--- config.mk ---
export PLATFORM = sky130hd
export DESIGN_NAME = signed_adder_arbiter
export DESIGN_NICKNAME = d
export VERILOG_FILES = /design/src/rtl/dsp_bb_pkg.sv /design/src/rtl/signed_adder.sv /design/src/rtl/signed_adder_arbiter.sv
export SDC_FILE = /design/constraint.sdc
export NUM_CORES = 1
export LEC_CHECK = 0
export CORE_ASPECT_RATIO = 0.7
export CORE_MARGIN = 4
export CORE_UTILIZATION = 45
export DETAILED_ROUTE_END_ITERATION = 12
export HOLD_SLACK_MARGIN = 0.03
export PLACE_DENSITY = 0.84
export SYNTH_ARGS = -nofsm -noshare
export SYNTH_HDL_FRONTEND = slang
export SYNTH_SLANG_ARGS = --single-unit
--- constraint.sdc ---
create_clock -name i_clk -period 3.6 [get_ports i_clk]
set_input_delay 0.72 -clock i_clk [delete_from_list [all_inputs] [get_ports i_clk]]
set_output_delay 0.72 -clock i_clk [all_outputs]
set_load 0.02 [all_outputs]
--- src/rtl/dsp_bb_pkg.sv ---
// Shared helpers for the DSP building blocks: log2 sizing, adder output
// width and tag width derivation, and the result buffer depth.
package dsp_bb_pkg;

  localparam int FIFO_DEPTH = 2;

  // Ceiling log2, evaluated at elaboration time only.
  function automatic int clog2(input int value);
    int r;
    r = 0;
    while ((1 << r) < value) begin
      r = r + 1;
    end
    return r;
  endfunction

  // A signed sum of two operands needs one bit beyond the wider operand.
  function automatic int calc_outwid(input int aw, input int bw);
    return ((aw > bw) ? aw : bw) + 1;
  endfunction

  // Requester tag width; never narrower than one bit.
  function automatic int calc_idw(input int n);
    return (clog2(n) < 1) ? 1 : clog2(n);
  endfunction

endpackage

--- src/rtl/signed_adder.sv ---
// Registered signed adder with full bit growth. The output register has
// no enable and no reset: a result appears one clock after its operands.
module signed_adder
  import dsp_bb_pkg::*;
#(
  parameter int AWIDTH = 16,
  parameter int BWIDTH = 16,
  localparam int OUTWID = calc_outwid(AWIDTH, BWIDTH)
) (
  input  logic                     i_clk,
  input  logic [AWIDTH-1:0]        i_a,
  input  logic [BWIDTH-1:0]        i_b,
  output logic signed [OUTWID-1:0] o_sum
);

  logic signed [OUTWID-1:0] w_a_ext;
  logic signed [OUTWID-1:0] w_b_ext;

  assign w_a_ext = {{(OUTWID-AWIDTH){i_a[AWIDTH-1]}}, i_a};
  assign w_b_ext = {{(OUTWID-BWIDTH){i_b[BWIDTH-1]}}, i_b};

  // Register the sign-extended sum every clock.
  always_ff @(posedge i_clk) begin
    o_sum <= w_a_ext + w_b_ext;
  end

endmodule

--- src/rtl/signed_adder_arbiter.sv ---
// Round-robin front end sharing one registered signed_adder among NREQ
// requesters; results return tagged, in grant order, via a 2-entry buffer.
// Optional build macro SIGNED_ADDER_ARB_STATS_EN adds grant/stall counters.
module signed_adder_arbiter
  import dsp_bb_pkg::*;
#(
  parameter int NREQ   = 4,
  parameter int AWIDTH = 16,
  parameter int BWIDTH = 16,
  localparam int OUTWID = calc_outwid(AWIDTH, BWIDTH),
  localparam int IDW    = calc_idw(NREQ)
) (
  input  logic                     i_clk,
  input  logic                     i_rst_n,
  input  logic [NREQ-1:0]          i_req_valid,
  output logic [NREQ-1:0]          o_req_ready,
  input  logic [NREQ*AWIDTH-1:0]   i_req_a,
  input  logic [NREQ*BWIDTH-1:0]   i_req_b,
  output logic                     o_res_valid,
  input  logic                     i_res_ready,
  output logic signed [OUTWID-1:0] o_res_sum,
  output logic [IDW-1:0]           o_res_id,
  output logic                     o_busy
`ifdef SIGNED_ADDER_ARB_STATS_EN
  ,
  output logic [31:0]              o_issue_cnt,
  output logic [31:0]              o_stall_cnt
`endif
);

  logic [IDW-1:0]           r_ptr;
  logic                     r_s1_v;
  logic [IDW-1:0]           r_s1_id;
  logic [1:0]               r_cnt;
  logic                     r_wr_ptr;
  logic                     r_rd_ptr;
  logic signed [OUTWID-1:0] r_fifo_sum [FIFO_DEPTH];
  logic [IDW-1:0]           r_fifo_id  [FIFO_DEPTH];

  logic                     w_pop;
  logic [2:0]               w_occ;
  logic                     w_issue_ok;
  logic                     w_grant_found;
  logic [IDW-1:0]           w_grant_idx;
  logic [IDW-1:0]           w_cand;
  int                       w_idx;
  logic                     w_issue;
  logic [AWIDTH-1:0]        w_mux_a;
  logic [BWIDTH-1:0]        w_mux_b;
  logic signed [OUTWID-1:0] w_add_sum;

  // The adder register cannot stall, so only issue when the op already in
  // the adder plus the buffer contents will still leave room next edge.
  assign o_res_valid = (r_cnt != 2'd0);
  assign w_pop       = o_res_valid & i_res_ready;
  assign w_occ       = 3'(r_cnt) + 3'(r_s1_v) - 3'(w_pop);
  assign w_issue_ok  = (w_occ <= 3'd1);

  // Round-robin search from the requester after the last grant, wrapping.
  always_comb begin
    w_grant_found = 1'b0;
    w_grant_idx   = '0;
    w_idx         = 0;
    w_cand        = '0;
    for (int off = 1; off <= NREQ; off++) begin
      w_idx = int'(r_ptr) + off;
      if (w_idx >= NREQ) begin
        w_idx = w_idx - NREQ;
      end
      w_cand = IDW'(w_idx);
      if (!w_grant_found && i_req_valid[w_cand]) begin
        w_grant_found = 1'b1;
        w_grant_idx   = w_cand;
      end
    end
  end

  // No grants are handed out while reset is held.
  assign w_issue     = w_grant_found & w_issue_ok & i_rst_n;
  assign o_req_ready = w_issue ? (NREQ'(1) << w_grant_idx) : '0;
  assign w_mux_a     = i_req_a[w_grant_idx*AWIDTH +: AWIDTH];
  assign w_mux_b     = i_req_b[w_grant_idx*BWIDTH +: BWIDTH];

  signed_adder #(
    .AWIDTH(AWIDTH),
    .BWIDTH(BWIDTH)
  ) u_adder (
    .i_clk(i_clk),
    .i_a  (w_mux_a),
    .i_b  (w_mux_b),
    .o_sum(w_add_sum)
  );

  // Pointer, stage-1 tracking and the result buffer.
  always_ff @(posedge i_clk) begin
    if (!i_rst_n) begin
      r_ptr    <= IDW'(NREQ-1);
      r_s1_v   <= 1'b0;
      r_s1_id  <= '0;
      r_cnt    <= 2'd0;
      r_wr_ptr <= 1'b0;
      r_rd_ptr <= 1'b0;
      for (int i = 0; i < FIFO_DEPTH; i++) begin
        r_fifo_sum[i] <= '0;
        r_fifo_id[i]  <= '0;
      end
    end else begin
      if (w_issue) begin
        r_ptr <= w_grant_idx;
      end
      r_s1_v  <= w_issue;
      r_s1_id <= w_grant_idx;
      if (r_s1_v) begin
        r_fifo_sum[r_wr_ptr] <= w_add_sum;
        r_fifo_id[r_wr_ptr]  <= r_s1_id;
        r_wr_ptr             <= ~r_wr_ptr;
      end
      if (w_pop) begin
        r_rd_ptr <= ~r_rd_ptr;
      end
      r_cnt <= w_occ[1:0];
    end
  end

  assign o_res_sum = r_fifo_sum[r_rd_ptr];
  assign o_res_id  = r_fifo_id[r_rd_ptr];
  assign o_busy    = r_s1_v | (r_cnt != 2'd0);

`ifdef SIGNED_ADDER_ARB_STATS_EN
  logic [31:0] r_issue_cnt;
  logic [31:0] r_stall_cnt;

  // Count grants and cycles where someone waited without being granted.
  always_ff @(posedge i_clk) begin
    if (!i_rst_n) begin
      r_issue_cnt <= '0;
      r_stall_cnt <= '0;
    end else begin
      if (w_issue) begin
        r_issue_cnt <= r_issue_cnt + 32'd1;
      end
      if ((|i_req_valid) && !w_issue) begin
        r_stall_cnt <= r_stall_cnt + 32'd1;
      end
    end
  end

  assign o_issue_cnt = r_issue_cnt;
  assign o_stall_cnt = r_stall_cnt;
`endif

endmodule

### Word-level counts from Yosys, hierarchy flattened

Memory sizes are Yosys's and may differ from the RTL's. A register that Yosys moved wholly into a read port is not among the register bits.
Index checks and enable logic that the tools add are counted.

| operators by class | value |
|---|---|
| add/sub/neg operators | 11 |
| order comparisons | 9 |
| shifts and indexed selects | 3 |
| muxes and demuxes | 35 |
| bitwise operators | 6 |
| reductions and logical operators | 9 |

Operator list:

| cell | number |
|---|---|
| 64-bit by 7-bit variable part select with 16-bit output | 2 |
| 1-bit 2-to-1 mux | 20 |
| 2-bit 2-to-1 mux | 9 |
| 16-bit by 16-bit adder with 17-bit output | 1 |
| 17-bit 2-to-1 mux | 1 |
| 17-bit OR reduction | 1 |
| 2-bit by 3-bit less-than comparator with 1-bit output, second input constant | 4 |
| 3-bit >= comparator, second input constant | 3 |
| 1-bit binary-select mux with 2-bit select | 4 |
| 2-bit by 1-bit subtractor with 2-bit output, second input constant | 4 |
| 2-bit by 2-bit adder with 3-bit output, second input constant | 2 |
| 2-bit by 3-bit adder with 4-bit output, second input constant | 1 |
| 4-bit by 3-bit >= comparator with 1-bit output, second input constant | 1 |
| 4-bit 2-to-1 mux | 1 |
| 1-bit by 2-bit << shifter with 4-bit output, first input constant | 1 |
| 2-bit by 1-bit adder with 3-bit output | 1 |
| 2-bit by 1-bit adder with 3-bit output, second input constant | 1 |
| 1-bit bitwise AND | 3 |
| 3-bit by 1-bit <= comparator with 1-bit output, second input constant | 1 |
| 1-bit logical AND | 3 |
| 1-bit logical NOT | 3 |
| 3-bit by 1-bit subtractor with 3-bit output | 1 |
| 1-bit NOT | 2 |
| 2-bit nonzero test | 1 |
| other kinds (2) | 2 |

| word-level totals | value |
|---|---|
| bits in registers | 26 |
| memory bits (writable) | 38 |
| input port bits | 135 |
| output and inout bits | 25 |
| logic and storage cells | 82 |
| memories kept | 2 |

Memory list:

| name | depth | bits a word | rd ports | clocked after Yosys merged registers in | write ports | RTL line | RTL |
|---|---|---|---|---|---|---|---|
| r_fifo_sum | 2 | 17 | 1 | 1 | 2 | signed_adder_arbiter.sv:37 | `logic signed [OUTWID-1:0] r_fifo_sum [FIFO_DEPTH];` |
| r_fifo_id | 2 | 2 | 1 | 1 | 2 | signed_adder_arbiter.sv:38 | `logic [IDW-1:0] r_fifo_id [FIFO_DEPTH];` |

### Logic depth before layout (Yosys ltp)

Gate-level depths: netlist (run 1).

| depth | value |
|---|---|
| word-level depth | 18 |
| depth in mapped cells | 15 |
| depth with buffers taken out | 14 |

### Cells and area by module

A second synthesis (run 1) with hierarchy kept.

| second synthesis, totals | value |
|---|---|
| cells, all modules | 401 |
| area total of the unflattened synthesis | 4388.0 um^2 |

By module, submodules not included:

| module | instances | cells an instance | area each (um^2) | seq. area each (um^2) |
|---|---|---|---|---|
| signed_adder_arbiter | 1 | 271 | 3200.6 | 1341.3 |
| signed_adder | 1 | 130 | 1187.4 | 340.3 |

### Worst setup path before layout (run 1)

OpenSTA, ideal clock, no wires.

| timing | value |
|---|---|
| kind | in2reg |
| start | input port i_req_valid[3] |
| end | register u_adder.o_sum[8] |
| library setup time | 0.127 ns |
| data arrival time | 3.173 ns |
| path slack | 0.301 ns |
| stages | 11 |
| path buffers | 1 |
| cell sequence | nor2b_1 -> o21a_1 -> nor3_4 -> clkbuf_1 -> a31oi_1 -> fa_1 -> a211oi_1 -> o21bai_1 -> a21oi_1 -> o21ai_0 -> xor2_1 |

| between the ends | value |
|---|---|
| longest elaborated chain between the ends | 14 |

Ends and longest elaborated chain:

| element | RTL line | RTL |
|---|---|---|
| start: declaration | signed_adder_arbiter.sv:15 | `input logic [NREQ-1:0] i_req_valid,` |
| 1-bit binary-select mux with 2-bit select | signed_adder_arbiter.sv:71 | `if (!w_grant_found && i_req_valid[w_cand]) begin` |
| 1-bit 2-to-1 mux (not written as such) | signed_adder_arbiter.sv:71 |  |
| 1-bit 2-to-1 mux | signed_adder_arbiter.sv:71 |  |
| 1-bit logical NOT | signed_adder_arbiter.sv:71 |  |
| 1-bit logical AND | signed_adder_arbiter.sv:71 |  |
| 1-bit 2-to-1 mux | signed_adder_arbiter.sv:71 |  |
| 1-bit logical NOT | signed_adder_arbiter.sv:71 |  |
| 1-bit logical AND | signed_adder_arbiter.sv:71 |  |
| 1-bit 2-to-1 mux | signed_adder_arbiter.sv:71 |  |
| 1-bit logical NOT | signed_adder_arbiter.sv:71 |  |
| 1-bit logical AND | signed_adder_arbiter.sv:71 |  |
| 2-bit 2-to-1 mux (*) | signed_adder_arbiter.sv:71 |  |
| 64-bit by 7-bit variable part select with 16-bit output, on equally long branches | signed_adder_arbiter.sv:81, signed_adder_arbiter.sv:82 |  |
| 16-bit by 16-bit adder with 17-bit output (*) | signed_adder.sv:24 | `o_sum <= w_a_ext + w_b_ext;` |
| end signal: assignment | signed_adder.sv:24 |  |
| end: declaration | signed_adder.sv:13 | `output logic signed [OUTWID-1:0] o_sum` |

Every way passes the cells marked *; elsewhere a longest branch is shown, timed or not. The select of a mux whose other input is x is not followed.
A chain may end at the register's enable or synchronous reset.

### Worst setup path in the final report (run 1)

| timing | value |
|---|---|
| start | register r_cnt[1] |
| end | output port o_req_ready[0] |

| between the ends | value |
|---|---|
| longest elaborated chain between the ends | 7 |

Ends and longest elaborated chain:

| element | RTL line | RTL |
|---|---|---|
| start: declaration | signed_adder_arbiter.sv:34 | `logic [1:0] r_cnt;` |
| start signal: assignment | signed_adder_arbiter.sv:121 | `r_cnt <= w_occ[1:0];` |
| 2-bit nonzero test | signed_adder_arbiter.sv:54 | `assign o_res_valid = (r_cnt != 2'd0);` |
| 1-bit bitwise AND | signed_adder_arbiter.sv:55 | `assign w_pop = o_res_valid & i_res_ready;` |
| net w_pop | signed_adder_arbiter.sv:40 | `logic w_pop;` |
| 3-bit by 1-bit subtractor with 3-bit output | signed_adder_arbiter.sv:56 | `assign w_occ = 3'(r_cnt) + 3'(r_s1_v) - 3'(w_pop);` |
| 3-bit by 1-bit <= comparator with 1-bit output | signed_adder_arbiter.sv:57 | `assign w_issue_ok = (w_occ <= 3'd1);` |
| 1-bit bitwise AND (2 in series) | signed_adder_arbiter.sv:79 | `assign w_issue = w_grant_found & w_issue_ok & i_rst_n;` |
| 4-bit 2-to-1 mux | signed_adder_arbiter.sv:80 | `assign o_req_ready = w_issue ? (NREQ'(1) << w_grant_idx) : '0;` |
| end: declaration | signed_adder_arbiter.sv:16 | `output logic [NREQ-1:0] o_req_ready,` |

The timed path passes the listed nets, and every way through them passes these cells.

==> impl_results.md, run 1 <==
* Final setup violation count at 0
* Synth Area in Compound Gates at a little under an eighth
* Clk sinks at 65
* Top post-synthesis cells by area: edfxtp_1, dfxtp_1, nand2_1, and2_1, ha_1
* Top-area cell type share of the netlist area at 27.3%
* Initial antenna violation count at 0
* Critical path endpoint category: primary output
* Max transition margin at 35.6%
* Synth async-reset ratio at 0%
* Synth area leader: edfxtp_1
* CP arrival at approximately 2800 ps
* Maximum vdd drop at 0.381 mV
* Final Power at 6.51 mW
* CTS clk-pin slew, worst paths at around 50 ps
* # IOs at between 150 and 200
* Crit path largest cell delay at 380 ps
* Worst-Skew Late Latency at 330 ps
* Synth unique cells at 38
* Largest family of logic cells by synthesized area: simple AND/OR/NAND/NOR gates
* HP Class: flop to flop
* Mapped Nets at 646
* Clock Skews at about 8.4 ps
* Placed cell count at roughly 800
* CTS Root Cell: clkbuf_16
* Crit path cell chain: or2_2 > and2_4 > ha_4 > inv_2 > ha_4 > inv_2 > fa_2 > xnor2_2 > nand4_1 > buf_4 > nor3_2 > buf_4
* Drc violations at 0
* Area growth from synthesis to layout at 67.2%
* Worst Path Max Fanout at 3
* PwrDens at 933 mW/mm²
* Final slew viol count at 0
* Mapped Area at between 0.004 and 0.005 mm²
* Crit start category: flop
* Most used DFF post-synth: edfxtp_1
* Worst path bufs/invs at 4
* CTS tree: done
* Gr ovfl total at 0
* Placer Congestion at ~0.92
* First-pass detailed-route iteration total at 5
* First-pass GRT wire length at between 20 and 25 mm
* Status: complete, no violations
* Routed wire length per instance at around 17 µm
* Crit-path leading delay family: simple AND/OR/NAND/NOR gates
* Cells after Synth at just under 500
* Final Critical Period at approximately 3500 ps
* Mapped Avg Cell Area at 8.51 µm²
* Final worst-path cycle share at 97.8%
* Final Hold Viols at 0
* Slowest cell on the critical path: fa_2
* Largest net degree at the start of global routing at 23
* Post-synth EDFFs at 38
* Initial Util at between 40% and 50%
* Overall Global Routing Usage at 24.7%
* Synth Area in Simple Gates at between 20% and 30%
* Layout Nets at a little under 900
* Design Area, Final at around 0.007 mm²
* Vias in the first global route at 4469
* Worst hold margin at 525 ps
* DIE AREA at approximately 0.011 mm²
* Final Non-Filler Cells at 840
* 1st-iter DRT viols at 328
* Synth top cells by count: nand2_1, and2_1, edfxtp_1, and3_1, a31oi_1
* H-tree depth at 3
* Post-Route WL at ~14 mm
* Sequential area share after synthesis at a little over 40%
* Max-cap violation count at 0
* Core Rows at 29
* Mean number of vias per cell at between 5 and 6
* Clk buf depth at 2
* Layout cells sized above 1 at 21.2%
* Placed Area at between 0.006 and 0.007 mm²
* Fillers at between 600 and 700
* Post-DP HPWL at a little over 10 mm
* Fin Setup TNS at 0 ps
* #FFs+latches synth at 65
* Synth warn at 0
* I/O Buffers at between 150 and 200
* Worst Setup Path Type: flop to primary output
* Actual slew at the worst max-slew pin at about 960 ps
* Multiplexer area fraction after synthesis at roughly 5.1%
* Die H at between 80 and 90 µm
* Leakage power at 3.05 nW
* Total vias in the final route at around 4400
* Req. time, crit path at 2880 ps
* Antenna diodes at 0
* Die span in x at 123 µm
* ANT nets after route at 0
* Max Clock Freq at between 200 and 300 MHz
* Post-synthesis adder-cell area fraction at under 10%
* Placeable Area at 0.00907 mm²
* Fraction of synthesized cell area in xor and xnor cells at under 10%
* Most numerous cell in the Yosys netlist: nand2_1
* CTS Buf Count at 9
[repair_timing]
| item | in CTS | in global routing |
|---|---|---|
| resized for setup | 43 | 32 |
| setup buffers | 4 | 4 |
| cloned | 1 | 3 |
| endpoints found under the setup margin | 13 | 11 |
| hold buffers | 0 | 0 |
| pin swaps | 10 | 15 |
[path summary, 6_finish.rpt]
check                    startpoint           endpoint  slack (ps)  cells after the start
setup / recovery           r_cnt[1]     o_req_ready[0]          80                     12
hold / removal    u_adder.o_sum[10]  r_fifo_sum[0][10]         530                      1
setup reg to reg           r_ptr[1]  u_adder.o_sum[14]         410                     14
hold reg to reg   u_adder.o_sum[10]  r_fifo_sum[0][10]         530                      1
[cells in the final DEF, fill, tap and decap left out, types with 15 or more instances in the layout]
cell,n
a31oi_1,28
mux2_2,19
edfxtp_1,38
nand2_1,142
ha_1,15
and2_1,41
buf_4,66
clkdlybuf4s50_1,150
dfxtp_1,27
and3_1,34
[registers in the layout, summed over array words and instances, names as in the netlist, named ones only]
register and cells:
r_fifo_id 4, r_rd_ptr 1, r_cnt 2, r_s1_v 1
r_fifo_sum 34, r_wr_ptr 1, r_s1_id 2, u_adder.o_sum 17
r_ptr 2
[per-layer routing]
metal / up-vias / track usage, % / wire length, µm
met4: 0 / 6.93 / 244
li1: 2150 / - / -
met1: 2043 / 31.8 / 5870
met2: 190 / 41.5 / 6830
met5: - / 0 / 0
met3: 24 / 6.33 / 996
[final cells by class]
| cell class | count | area, µm² | area share [%] |
|---|---|---|---|
| Timing Repair inverter | 2 | 13.8 | 0.197 |
| Clock inverter | 2 | 35.0 | 0.502 |
| Inverter | 7 | 31.3 | 0.448 |
| Timing Repair Buffer | 233 | 2250 | 32.3 |
| Sequential cell | 65 | 1680 | 24.1 |
| Tap cell | 124 | 155 | 2.22 |
| Multi-Input combinational cell | 393 | 2530 | 36.2 |
| Clock buffer | 14 | 284 | 4.07 |
[metrics by stage]
stage               utilization [%]  worst slack (ps)
CTS                            74.9              9.55
global route                   77.0             -2.96
finish                         77.0              80.5
detailed placement             69.9              -548
global placement               69.9              -455
floorplan                         -               301
[logic make-up after synthesis]
group,after synthesis
AND/OR/NAND/NOR,260
AO/OA/AOI/OAI,78
flip-flops,65
buffers and inverters,33
adder cells (fa/ha/maj),20
multiplexers,19
XOR/XNOR,16
[where the power goes]
| part | internal, mW | switching, mW | total (mW) |
|---|---|---|---|
| Clock | 0.610 | 0.298 | 0.907 |
| Sequential | 1.09 | 0.149 | 1.24 |
| Combinational | 2.21 | 2.17 | 4.37 |
(Power assumes the default switching activity.)
==> inputs of run 2 (changes only) <==
- clock period: 3.6 -> 3.7 ns (I/O delays scaled with it)
==> impl_results.md, run 2 (same netlist as run 1, synthesis figures left out) <==
* CTS Buf Count at 9 (unchanged)
* Overall Global Routing Usage at 22.9% (was 24.7%)
* Area growth from synthesis to layout at 65.9% (was 67.2%)
* Crit start category: primary input (was flop)
* Largest register by flop count: r_fifo_sum (unchanged)
* Die span in x at 123 µm (unchanged)
* Layout cells sized above 1 at 20.2% (was 21.2%)
* Clk sinks at 65 (unchanged)
* Max Clock Freq at roughly 270 MHz
* Actual slew at the worst max-slew pin at 950 ps (was 963 ps)
* H-tree depth at 3 (unchanged)
* First-pass GRT wire length at 19.9 mm (was 21.2 mm)
* Largest net degree at the start of global routing at 31 (was 23)
* Biggest regs: r_fifo_sum (34), u_adder.o_sum (17), r_fifo_id (4) (unchanged)
* Placer Congestion at 0.901 (was 0.918)
* HP Class: flop to flop (unchanged)
* Dpl ws at -438 ps (was -548 ps)
* # IOs at 160 (unchanged)
* Max-cap violation count at 0 (unchanged)
* First-pass detailed-route iteration total at 4 (was 5)
* 1st-iter DRT viols at 228 (was 328)
* Critical path endpoint category: flop (was primary output)
* Post-layout util at 76.4% (was 77.0%)
* Worst Path Max Fanout at 9 (was 3)
* Final slew viol count at 0 (unchanged)
* Gr ovfl total at 0 (unchanged)
* Final Hold Viols at 0 (unchanged)
* CTS tree: done (unchanged)
* CTS clk-pin slew, worst paths at 50 ps (about the same)
* ANT nets after route at 0 (unchanged)
* Worst hold margin at 519 ps (was 525 ps)
* Post-Route WL at 13.1 mm (was 13.9 mm)
* Status: complete, no violations (unchanged)
* Clock Skews at 6.09 ps (was 8.39 ps)
* Mean number of vias per cell at 5.16 (was 5.25)
* Post-DP HPWL at 10.1 mm (about the same)
* Final Critical Period at around 3600 ps
* CP arrival at 3870 ps (was 2800 ps)
* Crit path cell chain: clkdlybuf4s50_1 > buf_4 > o22ai_2 > buf_4 > a21oi_4 > buf_12 > buf_6 > nand2_1 > and3_1 > a31oi_2 > buf_4 > fa_1 > a211oi_2 > o211ai_1 > nand2_2 > nand3_1 > a21oi_2 > xnor2_1 (was or2_2 > and2_4 > ha_4 > inv_2 > ha_4 > inv_2 > fa_2 > xnor2_2 > nand4_1 > buf_4 > nor3_2 > buf_4)
* Worst-Skew Late Latency at 320 ps (was 330 ps)
* Slowest cell on the critical path: clkdlybuf4s50_1 (was fa_2)
* Layout Nets at 857 (was 866)
* CTS Root Cell: clkbuf_16 (unchanged)
* Core Rows at 29 (unchanged)
* Max reg flops at 34 (unchanged)
* Worst Setup Path Type: primary input to flop (was flop to primary output)
* Vias in the first global route at 4253 (was 4469)
* Final worst slack at 61.7 ps (was 80.5 ps)
* Maximum vdd drop at 0.385 mV (was 0.381 mV)
* DIE AREA at 0.0109 mm² (unchanged)
* Fin Setup TNS at 0 ps (unchanged)
* Most common cell after layout, fill and taps aside: clkdlybuf4s50_1 (unchanged)
* Final worst-path cycle share at between 90% and 100%
* Most frequent CP cell: buf_4
* RSZ-0062 raised after global routing: true
* Placeable Area at 0.00907 mm² (unchanged)
* Antenna diodes at 0 (unchanged)
* Post-CTS Hold Fix Bufs at 0 (unchanged)
* Req. time, crit path at 3930 ps (was 2880 ps)
* Initial Util at 46.1% (unchanged)
* Final setup violation count at 0 (unchanged)
* PwrDens at 895 mW/mm² (was 933 mW/mm²)
* Die H at 88.6 µm (unchanged)
* Total vias in the final route at 4291 (was 4407)
* Max transition margin at 36.5% (was 35.6%)
* Crit path largest cell delay at 450 ps (was 380 ps)
* Drc violations at 0 (unchanged)
* I/O Buffers at 159 (unchanged)
* Routed wire length per instance at 15.8 µm (was 16.6 µm)
* Initial antenna violation count at 0 (unchanged)
* Leakage power at 2.98 nW (was 3.05 nW)
* Clk buf depth at 2 (unchanged)
* Most frequent cells in the layout: clkdlybuf4s50_1, nand2_1, buf_4, and2_1, edfxtp_1 (unchanged)
[run 2: cell types whose count changed in the layout (fill, tap and decap cells not counted), sizes merged]
| cell | previous run | this run |
|---|---|---|
| clkdlybuf4s50 | 150 | 153 |
| clkbuf | 14 | 16 |
| bufinv | 1 | 2 |
| buf | 78 | 69 |
| dlymetal6s2s | 4 | 2 |
| clkinv | 3 | 0 |
| dlygate4sd2 | 1 | 0 |
[run 2: area by class of cell]
class | instances | area [µm²]
clock buffers | 14 | 264
clock inverters | 2 | 60.1
fillers | 618 | 2140
inverters | 7 | 31.3
multi-input cells | 393 | 2530
flip-flops and latches | 65 | 1680
well taps | 124 | 155
repair buffers | 226 | 2210
[run 2: worst paths after layout]
| path | start | end | slack, ps | depth (start not counted) |
|---|---|---|---|---|
| max reg2reg | r_ptr[0] | u_adder.o_sum[14] | 560 | 16 |
| min | u_adder.o_sum[10] | r_fifo_sum[0][10] | 520 | 1 |
| max | i_req_valid[3] | u_adder.o_sum[14] | 60 | 18 |
| min reg2reg | u_adder.o_sum[10] | r_fifo_sum[0][10] | 520 | 1 |
[run 2: where the power goes]
| group | total, mW | switching, mW | internal, mW |
|---|---|---|---|
| Combinational | 4.11 | 2.02 | 2.09 |
| Clock | 0.891 | 0.265 | 0.626 |
| Sequential | 1.20 | 0.141 | 1.06 |
| Total | 6.20 | 2.43 | 3.78 |
[run 2: worst max-delay path: cells and delay by family]
kind	cells	cell delay, ps
AOI/OAI and AO/OA	6	830
buffers and inverters	6	1230
adders and majority gates	1	450
xor gates and xnor gates	1	150
and+or+nand+nor	4	480
[run 2: stage by stage]
step | instances | total power, mW | cell area, µm²
global route | 831 | 6.66 | 6930
finish | 831 | 6.20 | 6930
global placement | 810 | 4.74 | 6320
floorplan | 491 | 3.36 | 4180
CTS | 826 | 5.80 | 6650
detailed placement | 810 | 4.84 | 6320
[run 2: what timing repair did]
action,4_1_cts,5_1_grt
buffers inserted,0,4
cloned,0,2
pin swaps,1,15
setup endpoints to repair,7,12
gates resized for setup,23,45
[run 2: layer usage]
metal	part of all wire, %	track usage, %	up-vias	wire (µm)
li1	-	-	2121	-
met1	43	29.1	1969	5600
met2	48	39.0	167	6270
met3	6.7	5.30	34	883
met4	2.7	7.54	0	350
met5	0	0	-	0
